[src/rtl/popcount_pkg.sv]
`default_nettype none
// ============================================================================
//  Module      : popcount_pkg
//  Description : Shared lane constants, mode encoding and a constant-safe
//                ceil(log2) helper for the streaming population counter.
//  Revision    : 1.0 - initial release
// ============================================================================
package popcount_pkg;

    localparam int LANE_W     = 8;
    localparam int LANE_CNT_W = 4;

    typedef enum logic {
        MODE_BEAT  = 1'b0,
        MODE_FRAME = 1'b1
    } mode_e;

    // Ceiling log2, usable in parameter/localparam expressions
    function automatic int clog2(input int value);
        int res;
        int v;
        res = 0;
        v   = value - 1;
        while (v > 0) begin
            res = res + 1;
            v   = v >> 1;
        end
        return res;
    endfunction

endpackage
`default_nettype wire

[src/rtl/popcount_lane8.sv]
`default_nettype none
// ============================================================================
//  Module      : popcount_lane8
//  Description : Combinational population count of one 8-bit lane (0..8).
//  Revision    : 1.0 - initial release
// ============================================================================
module popcount_lane8
    import popcount_pkg::*;
(
    input  logic [LANE_W-1:0]     i_lane,
    output logic [LANE_CNT_W-1:0] o_cnt
);

    // Sum the individual bits of the lane
    always_comb begin
        o_cnt = '0;
        for (int i = 0; i < LANE_W; i++) begin
            o_cnt = o_cnt + LANE_CNT_W'(i_lane[i]);
        end
    end

endmodule
`default_nettype wire

[src/rtl/popcount_stream.sv]
`default_nettype none
// ============================================================================
//  Module      : popcount_stream
//  Description : Three-stage streaming population counter with valid/ready
//                on both sides. Mode 0 reports one count per beat; mode 1
//                accumulates (saturating) across beats up to the last flag.
//                Optional build macro POPCOUNT_MASK_EN adds an I_mask input
//                so that only I & I_mask is counted.
//  Revision    : 1.0 - initial release
// ============================================================================
module popcount_stream
    import popcount_pkg::*;
#(
    parameter int WIDTH = 32,
    parameter int ACC_W = 16
)
(
    input  logic             CLK,
    input  logic             RESET,
    input  logic             I_valid,
    output logic             I_ready,
    input  logic [WIDTH-1:0] I,
`ifdef POPCOUNT_MASK_EN
    input  logic [WIDTH-1:0] I_mask,
`endif
    input  logic             I_last,
    input  logic             mode,
    output logic             O_valid,
    input  logic             O_ready,
    output logic [ACC_W-1:0] O,
    output logic             O_sat
);

    localparam int LANES = WIDTH / LANE_W;
    localparam int CNT_W = clog2(WIDTH + 1);
    localparam int SUM_W = ACC_W + 1;

    logic                               w_adv;
    logic [WIDTH-1:0]                   w_data;
    logic [LANES-1:0][LANE_CNT_W-1:0]   w_lane_cnt;
    logic [CNT_W-1:0]                   w_lane_sum;
    logic [SUM_W-1:0]                   w_sum_ext;
    logic                               w_ovf;
    logic [ACC_W-1:0]                   w_sum_sat;
    logic                               w_sat_frame;

    logic                               r_s1_valid;
    logic [LANES-1:0][LANE_CNT_W-1:0]   r_s1_cnt;
    mode_e                              r_s1_mode;
    logic                               r_s1_last;

    logic                               r_s2_valid;
    logic [CNT_W-1:0]                   r_s2_cnt;
    mode_e                              r_s2_mode;
    logic                               r_s2_last;

    logic [ACC_W-1:0]                   r_acc;
    logic                               r_sat_acc;
    logic                               r_o_valid;
    logic [ACC_W-1:0]                   r_o;
    logic                               r_o_sat;

    // The whole pipeline moves as one; a stalled output freezes every stage
    assign w_adv   = !r_o_valid || O_ready;
    assign I_ready = w_adv;

`ifdef POPCOUNT_MASK_EN
    assign w_data = I & I_mask;
`else
    assign w_data = I;
`endif

    generate
        for (genvar gi = 0; gi < LANES; gi++) begin : g_lane
            popcount_lane8 u_lane (
                .i_lane (w_data[gi*LANE_W +: LANE_W]),
                .o_cnt  (w_lane_cnt[gi])
            );
        end
    endgenerate

    // S1: capture lane counts together with the beat's mode and last flag
    always_ff @(posedge CLK) begin
        if (RESET) begin
            r_s1_valid <= 1'b0;
            r_s1_cnt   <= '0;
            r_s1_mode  <= MODE_BEAT;
            r_s1_last  <= 1'b0;
        end else if (w_adv) begin
            r_s1_valid <= I_valid;
            r_s1_cnt   <= w_lane_cnt;
            r_s1_mode  <= mode_e'(mode);
            r_s1_last  <= I_last;
        end
    end

    // Sum the lane counts into the full-word count
    always_comb begin
        w_lane_sum = '0;
        for (int i = 0; i < LANES; i++) begin
            w_lane_sum = w_lane_sum + CNT_W'(r_s1_cnt[i]);
        end
    end

    // S2: register the word count
    always_ff @(posedge CLK) begin
        if (RESET) begin
            r_s2_valid <= 1'b0;
            r_s2_cnt   <= '0;
            r_s2_mode  <= MODE_BEAT;
            r_s2_last  <= 1'b0;
        end else if (w_adv) begin
            r_s2_valid <= r_s1_valid;
            r_s2_cnt   <= w_lane_sum;
            r_s2_mode  <= r_s1_mode;
            r_s2_last  <= r_s1_last;
        end
    end

    // Saturating accumulate: one extra bit detects overflow of the true sum
    always_comb begin
        w_sum_ext   = {1'b0, r_acc} + SUM_W'(r_s2_cnt);
        w_ovf       = w_sum_ext[ACC_W];
        w_sum_sat   = w_ovf ? {ACC_W{1'b1}} : w_sum_ext[ACC_W-1:0];
        w_sat_frame = r_sat_acc || w_ovf;
    end

    // S3: output register and frame accumulator; mode-0 beats bypass acc
    always_ff @(posedge CLK) begin
        if (RESET) begin
            r_acc     <= '0;
            r_sat_acc <= 1'b0;
            r_o_valid <= 1'b0;
            r_o       <= '0;
            r_o_sat   <= 1'b0;
        end else if (w_adv) begin
            r_o_valid <= 1'b0;
            if (r_s2_valid) begin
                if (r_s2_mode == MODE_BEAT) begin
                    r_o_valid <= 1'b1;
                    r_o       <= ACC_W'(r_s2_cnt);
                    r_o_sat   <= 1'b0;
                end else if (r_s2_last) begin
                    r_o_valid <= 1'b1;
                    r_o       <= w_sum_sat;
                    r_o_sat   <= w_sat_frame;
                    r_acc     <= '0;
                    r_sat_acc <= 1'b0;
                end else begin
                    r_acc     <= w_sum_sat;
                    r_sat_acc <= w_sat_frame;
                end
            end
        end
    end

    assign O_valid = r_o_valid;
    assign O       = r_o;
    assign O_sat   = r_o_sat;

endmodule
`default_nettype wire

[config.mk]
export PLATFORM = sky130hd
export DESIGN_NAME = popcount_stream
export DESIGN_NICKNAME = d
export VERILOG_FILES = /design/src/rtl/popcount_pkg.sv /design/src/rtl/popcount_lane8.sv /design/src/rtl/popcount_stream.sv
export SDC_FILE = /design/constraint.sdc
export NUM_CORES = 1
export LEC_CHECK = 0
export ABC_AREA = 1
export BUFFER_PORTS_ARGS = -buffer_cell sky130_fd_sc_hd__buf_2
export CORE_MARGIN = 2
export CORE_UTILIZATION = 52
export DETAILED_ROUTE_END_ITERATION = 6
export GPL_TIMING_DRIVEN = 0
export PLACE_DENSITY = 0.8
export SLEW_MARGIN = 20
export SYNTH_ARGS = -nofsm -noshare
export SYNTH_HDL_FRONTEND = slang
export SYNTH_SLANG_ARGS = --single-unit
[constraint.sdc]
create_clock -name CLK -period 2.65 [get_ports CLK]
set_clock_uncertainty 0.15 [all_clocks]
set_input_delay 0.1325 -clock CLK [delete_from_list [all_inputs] [get_ports CLK]]
set_output_delay 0.1325 -clock CLK [all_outputs]
set_load 0.01 [all_outputs]
==> results by group, run 1 <==
Critical path
  • Crit start category: flop
  • Crit path DAT: 2700 ps
  • Setup CP Type: reg2reg
  • Crit end category: flop
  • CP top delay family: adder cells
  • Crit path cell chain: inv_1 -> fa_1 -> inv_1 -> fa_1 -> ha_1 -> nand2_1 -> nand2_1 -> a21oi_2 -> or2_2 -> nand3_1 -> o211ai_1 -> inv_1
  • Crit path top cell by count: inv_1
  • Worst Path Required: about 2800 ps
  • CP peak stage delay: between 500 and 600 ps
  • Crit path buf inv count: 3
  • Crit-path slowest cell: fa_1
  • Max Fanout on Critical Path: 2

Synthesis
  • Largest family of logic cells by synthesized area: simple AND/OR/NAND/NOR gates
  • Synth top cells by count: nand2_1 (119), inv_1 (87), dfxtp_1 (63)
  • Synth Register Bits: 63
  • Prevailing post-synth register cell: dfxtp_1
  • Post-Synthesis Cells: 530
  • Adder-cell share of the synthesized area: 0.196
  • Most frequent cell after synthesis: nand2_1
  • Syn_nets: about 620
  • Multiplexer area fraction after synthesis: 0
  • Post-synth ARST share: 0
  • Synth cell types: 35
  • Largest cells by area after synthesis: dfxtp_1 (31%), fa_1 (12%), nand2_1 (11%), inv_1 (8.1%), ha_1 (7.1%)
  • Number of synthesized flops with an enable pin: 0
  • XOR/XNOR Fraction of Synth Area: 0.0174
  • Share of the synthesized area in the top cell type: 0.313
  • Compound-gate portion of the synthesized area: 0.127
  • Dominant cell type by area after synthesis: dfxtp_1
  • Post-synthesis simple-gate area fraction: 0.240
  • Cell area after synthesis: slightly above 4000 um^2
  • Synth warn: 0
  • Mapped Avg Cell Area: ~7.6 um^2
  • Part of the Yosys area used for sequential elements: 0.313

Floorplan
  • Floorplan die width: just over 90 um
  • Core area: 7610 um^2
  • Die height: around 92 um
  • Initial Util: 0.529
  • Row Count: 32
  • IO Count: 57
  • Die area: approximately 8500 um^2

Placement
  • Gp weighted congestion: between 0.8 and 0.9
  • Port Buffer Count: 55
  • Dpl hpwl: 6800 um
  • Post-Place Cells: 687

Drt
  • Routed Antenna Nets: 0
  • Initial DRC count: around 180
  • WL/cell: about 13 um
  • DRT Pass-1 Iters: 5
  • Total Wirelength: 9120 um
  • Routed vias/inst: 5.09
  • Via count: approximately 3600
  • DRC: 0

Timing
  • Slew of the pin with the lowest slew margin: 598 ps
  • F_max: slightly below 400 MHz
  • Fin crit share: 0.963
  • Final setup fails: 0
  • Hold Fails Final Rpt: 0
  • RSZ-0062 raised after global routing: true
  • Final Critical Period: 2550 ps
  • Max transition margin: 0.602
  • Max-slew violations: 0

Power and ir drop
  • Max VDD drop: between 300 and 400 uV
  • Static leakage: roughly 2.3 nW
  • Power Density: between 500 and 600 nW/um^2
  • Total Power: approximately 2.7 mW

Clock tree
  • TritonCTS clock tree: yes
  • Clk slew on worst S/H paths: about 70 ps
  • Clock sinks: between 60 and 70
  • Worst skew pair latency: about 360 ps
  • H-tree depth: 3
  • Clk root buf: clkbuf_8
  • Clk buf depth: 2
  • Total CTS buffers: 9

Run status
  • Status: complete, no violations

Cells and area
  • Nets: between 600 and 700
  • Share of cells above drive strength 1: 0.195
  • Antenna Cells: 0
  • Layout Utilization: 0.614
  • Post-Layout Cell Count: 707
  • P&R area growth vs syn: 16.1%

GRT
  • Vias in the first global route: approximately 3600
  • Grt ovf: 0
  • Global-route wire length before repair: roughly 16000 um
  • Initial antenna violation count: 0
  • Largest net degree at the start of global routing: 11
  • All-Layer GR Usage: 0.231

Min path
  • Min-delay worst type: in2reg

Job
  • Max-Cap Viols: 0
-- layer usage --
layer,global-route usage,routed length [um]
met3,0.0501,509
met4,0.0871,248
met5,0,0
met1,0.257,3630
met2,0.428,4730
-- metrics by stage --
step	area [um^2]	worst slack, ps	setup TNS, ps	hold WS [ps]
5_1_grt	4670	-30.3	-35.7	52.1
2_1_floorplan	4030	53.9	0	149
4_1_cts	4650	30.9	0	22.2
3_5_place_dp	4430	-196	-972	254
6_report	4670	97.7	0	28.7
3_3_place_gp	4430	-123	-523	241
-- cells by family after synthesis --
kind of cell	after synthesis
compound gates	93
xor+xnor	8
buf+inv	109
fa+ha+maj	48
simple gates	209
flops	63
-- tightest hold or removal path, cell delays in order --
cell and delay, ps:
buf_2 100, nor2_4 60, o21ai_0 150, nor2_1 40
-- where the power goes --
part	switching, mW	internal [mW]	leakage, nW
Sequential	0.0722	1.04	0.515
Clock	0.377	0.388	0.0894
Combinational	0.457	0.377	1.67
-- placed cells by master, fill, tap and decap left out, drive strengths merged --
cell | Yosys | routed
dlygate4sd3 | 0 | 4
ha | 23 | 23
xor2 | 5 | 5
o21ai | 35 | 35
a21oi | 52 | 52
or2 | 3 | 3
a31oi | 1 | 1
nand3b | 5 | 5
inv | 90 | 90
clkinvlp | 0 | 1
nand4 | 3 | 3
clkbuf | 11 | 24
fa | 25 | 25
nor2 | 41 | 41
xnor2 | 3 | 3
nand2 | 122 | 122
clkinv | 0 | 2
and3 | 1 | 1
buf | 8 | 63
nand3 | 31 | 31
dfxtp | 63 | 63
nor3 | 3 | 3
a21boi | 1 | 1
o211ai | 4 | 4
-- state kept, by name (all words and copies together) (netlist names) --
| name | flops |
|---|---|
| r_s1_mode | 1 |
| r_acc | 16 |
| O_sat | 1 |
| r_s2_last | 1 |
| O_valid | 1 |
| r_sat_acc | 1 |
| r_s1_cnt | 16 |
| r_s1_last | 1 |
| r_s2_mode | 1 |
| r_s1_valid | 1 |
| O | 16 |
| r_s2_valid | 1 |
| r_s2_cnt | 6 |
-- cell type report --
| class | count | area [um^2] |
|---|---|---|
| Clock buffer | 13 | 159 |
| Fill cell | 679 | 2930 |
| Sequential cell | 63 | 1260 |
| Buffer | 19 | 91.3 |
| Clock inverter | 3 | 17.5 |
| Timing Repair Buffer | 59 | 315 |
| Tap cell | 102 | 128 |
| Multi-Input combinational cell | 358 | 2360 |
| Inverter | 90 | 338 |
-- final timing paths --
kind,slack [ps],start,endpoint,cells past startpoint
min,30,O_ready,r_s2_cnt[1],4
max,100,r_s1_cnt[9],r_s2_cnt[4],12
max reg2reg,100,r_s1_cnt[9],r_s2_cnt[4],12
min reg2reg,310,O[8],O[8],2
-- timing repair --
| item | CTS | global route |
|---|---|---|
| hold endpoints to repair | 6 | 0 |
| buffers inserted | 0 | 0 |
| hold buffers | 4 | 0 |
| resized for setup | 0 | 10 |
| endpoints found under the setup margin | 0 | 4 |
(Power assumes the default switching activity.)
==> run 2: changes to the inputs <==
--- a/config.mk
+++ b/config.mk
@@ -5,13 +5,13 @@
 export SDC_FILE = /design/constraint.sdc
 export NUM_CORES = 1
 export LEC_CHECK = 0
-export ABC_AREA = 1
+export ABC_AREA = 0
 export BUFFER_PORTS_ARGS = -buffer_cell sky130_fd_sc_hd__buf_2
 export CORE_MARGIN = 2
 export CORE_UTILIZATION = 52
 export DETAILED_ROUTE_END_ITERATION = 6
 export GPL_TIMING_DRIVEN = 0
-export PLACE_DENSITY = 0.8
+export PLACE_DENSITY = 0.81
 export SLEW_MARGIN = 20
 export SYNTH_ARGS = -nofsm -noshare
 export SYNTH_HDL_FRONTEND = slang
==> run 2 against run 1 <==
Against the previous run: sequential power barely moved; cell count down 11%; first-iteration DRC count is 17% higher; synthesized cell count down 15%; clock power down 5.2%; sequential cell count stayed put.
==> results by group, run 2 <==
Run status
  • Status: complete, no violations

Cells and area
  • P&R area growth vs syn: 16.8%
  • Nets: 612 (-11%)
  • Commonest cells after routing, fill and taps aside: dfxtp_1 (61), inv_1 (60), buf_2 (59)
  • Antenna Cells: 0 (unchanged)
  • Share of cells above drive strength 1: 0.185 (-0.00979)
  • Most common cell after layout, fill and taps aside: dfxtp_1
  • Layout Utilization: 0.624 (+0.00999)

Clock tree
  • Total CTS buffers: 9 (unchanged)
  • Clk root buf: clkbuf_8
  • Clock sinks: 63 (unchanged)
  • Clk slew on worst S/H paths: 60 ps (about the same)
  • Clk buf depth: 2 (unchanged)
  • H-tree depth: 3 (unchanged)
  • Worst skew pair latency: 340 ps (-20 ps)
  • TritonCTS clock tree: yes

Timing
  • Fin crit share: 0.997 (+0.0338)
  • Final hold slack: 103 ps (+74.7 ps)
  • Final Critical Period: 2640 ps (+89.5 ps)
  • Max-slew violations: 0 (unchanged)
  • Final setup fails: 0 (unchanged)
  • Slew of the pin with the lowest slew margin: 848 ps (+250 ps)
  • RSZ-0062 raised after global routing: true
  • Max transition margin: 0.432 (-0.169)
  • F_max: 379 MHz (-3.4%)
  • Hold Fails Final Rpt: 0 (unchanged)

Drt
  • Met2 WL: 4320 um (-8.7%)
  • Via count: 3428 (-4.7%)
  • WL met3: 591 um (+16%)
  • WL/cell: 14.2 um (+10%)
  • DRT met1 WL: 3840 um (+5.7%)
  • DRT Pass-1 Iters: 5 (unchanged)
  • DRC: 0 (unchanged)
  • Routed vias/inst: 5.46 (+7.3%)
  • Total Wirelength: 8940 um (-2.0%)
  • Routed Antenna Nets: 0 (unchanged)
  • Initial DRC count: 211 (+17%)
  • Highest Signal Layer: met4

Synthesis
  • Compound-gate portion of the synthesized area: 0.193 (+0.0656)
  • Mapped Avg Cell Area: 8.58 um^2 (+13%)
  • Dominant cell type by area after synthesis: dfxtp_1
  • Post-Synthesis Cells: 452 (-15%)
  • Part of the Yosys area used for sequential elements: 0.325 (+0.0121)
  • Cell area after synthesis: 3880 um^2 (-3.7%)
  • Synth top cells by count: dfxtp_1 (63), inv_1 (62), nand2_1 (52)
  • Synth Register Bits: 63 (unchanged)
  • Largest cells by area after synthesis: dfxtp_1 (33%), fa_1 (13%), ha_1 (7.4%), inv_1 (6.0%), a21oi_1 (5.7%)
  • Post-synthesis simple-gate area fraction: 0.165 (-0.0746)
  • Prevailing post-synth register cell: dfxtp_1
  • Multiplexer area fraction after synthesis: 0.00516 (+0.00516)
  • Synth cell types: 52 (+49%)
  • Syn_nets: 538 (-13%)
  • Synth warn: 0 (unchanged)
  • XOR/XNOR Fraction of Synth Area: 0.0226 (+0.00519)
  • Post-synth ARST share: 0 (unchanged)
  • Share of the synthesized area in the top cell type: 0.325 (+0.0121)
  • Largest family of logic cells by synthesized area: adder cells
  • Most frequent cell after synthesis: dfxtp_1
  • Adder-cell share of the synthesized area: 0.203 (+0.00758)
  • Number of synthesized flops with an enable pin: 0 (unchanged)

Floorplan
  • Core area: 7250 um^2 (-4.7%)
  • Row Count: 31 (-3.1%)
  • Floorplan die width: 90.4 um (-1.8%)
  • IO Count: 57 (unchanged)
  • Initial Util: 0.535 (+0.00515)
  • Die area: 8160 um^2 (-3.6%)
  • Die height: 90.4 um (-1.8%)

GRT
  • All-Layer GR Usage: 0.234 (+0.00302)
  • Vias in the first global route: 3440 (-4.5%)
  • Grt ovf: 0 (unchanged)
  • Global-route wire length before repair: 15500 um (-0.79%)
  • Largest net degree at the start of global routing: 11 (unchanged)
  • Initial antenna violation count: 0 (unchanged)

Job
  • Max-Cap Viols: 0 (unchanged)

Critical path
  • Max Fanout on Critical Path: 2 (unchanged)
  • Worst Path Required: 2690 ps (-110 ps)
  • CP startpoint: r_s1_cnt[1]
  • Crit start category: flop
  • Crit path DAT: 2690 ps (about the same)
  • Worst R2R Path Depth: 11 (-1)
  • Setup CP Type: reg2reg
  • Reg2Reg Launch Point: r_s1_cnt[1]
  • Crit end category: flop

Placement
  • Gp weighted congestion: 0.904 (+2.4%)
  • Dpl hpwl: 6670 um (-1.8%)
  • Port Buffer Count: 55 (unchanged)

Min path
  • Min-delay worst type: in2reg
  • Hold Path Depth: 4 (unchanged)
  • HP Start: I[5]

Power and ir drop
  • Max VDD drop: 307 uV (-14%)
  • Total Power: 2.61 mW (-3.7%)
  • Static leakage: 2.05 nW (-9.8%)
  • Power Density: 577 nW/um^2 (-0.59%)
-- run 2: where the power goes --
group	internal (mW)	switching [mW]	total, mW
Sequential	1.04	0.0712	1.11
Combinational	0.374	0.406	0.779
Clock	0.379	0.346	0.725
-- run 2: final timing paths --
path            endpoint  slack [ps]
min reg2reg         O[9]         300
max reg2reg  r_s2_cnt[3]           8
max          r_s2_cnt[3]           8
min          r_s1_cnt[0]         100
-- run 2: kinds of logic (layout without fill, tap and decap cells) --
group / Yosys count / in the layout
simple gates: 129 / 129
compound gates: 114 / 114
buf+inv: 86 / 163
flops: 63 / 63
fa+ha+maj: 48 / 48
xor+xnor: 10 / 10
mux: 2 / 2
-- run 2: routing by layer --
layer | vias to the layer above | global-route usage
li1 | 1677 | -
met1 | 1594 | 0.286
met2 | 133 | 0.407
met3 | 24 | 0.0492
met4 | 0 | 0.0833
met5 | - | 0
-- run 2: layout make-up --
cell class | instances | area, um^2
clock inverters | 1 | 5.00
inverters | 63 | 236
flip-flops and latches | 63 | 1260
multi-input cells | 303 | 2300
plain buffers | 23 | 95.1
well taps | 99 | 124
repair buffers | 63 | 343
fillers | 618 | 2720
clock buffers | 13 | 159
-- run 2: timing repair --
action	in CTS	in global routing
setup buffers	3	2
setup endpoints to repair	9	15
hold buffers	3	0
resized for setup	9	1
pin swaps	6	7
gates cloned	0	0
hold endpoints to repair	3	0
-- run 2: metrics by stage --
stage	instance area, um^2	cells	setup slack [ps]	TNS, ps
3_3_place_gp	4280	606	-141	-768
2_1_floorplan	3880	452	8.82	0
3_5_place_dp	4280	606	-205	-1280
6_report	4530	628	8.22	0
5_1_grt	4530	628	-105	-209
4_1_cts	4510	626	-3.05	-3.05
-- run 2: critical path, cell delays in order, from the launching register on --
cell and delay, ps:
dfxtp_2 330, inv_2 40, fa_1 520, inv_1 50, fa_1 480, ha_2 190
inv_2 40, fa_2 340, nor2b_2 140, nor2_1 50, o21ai_1 90, a21oi_1 80
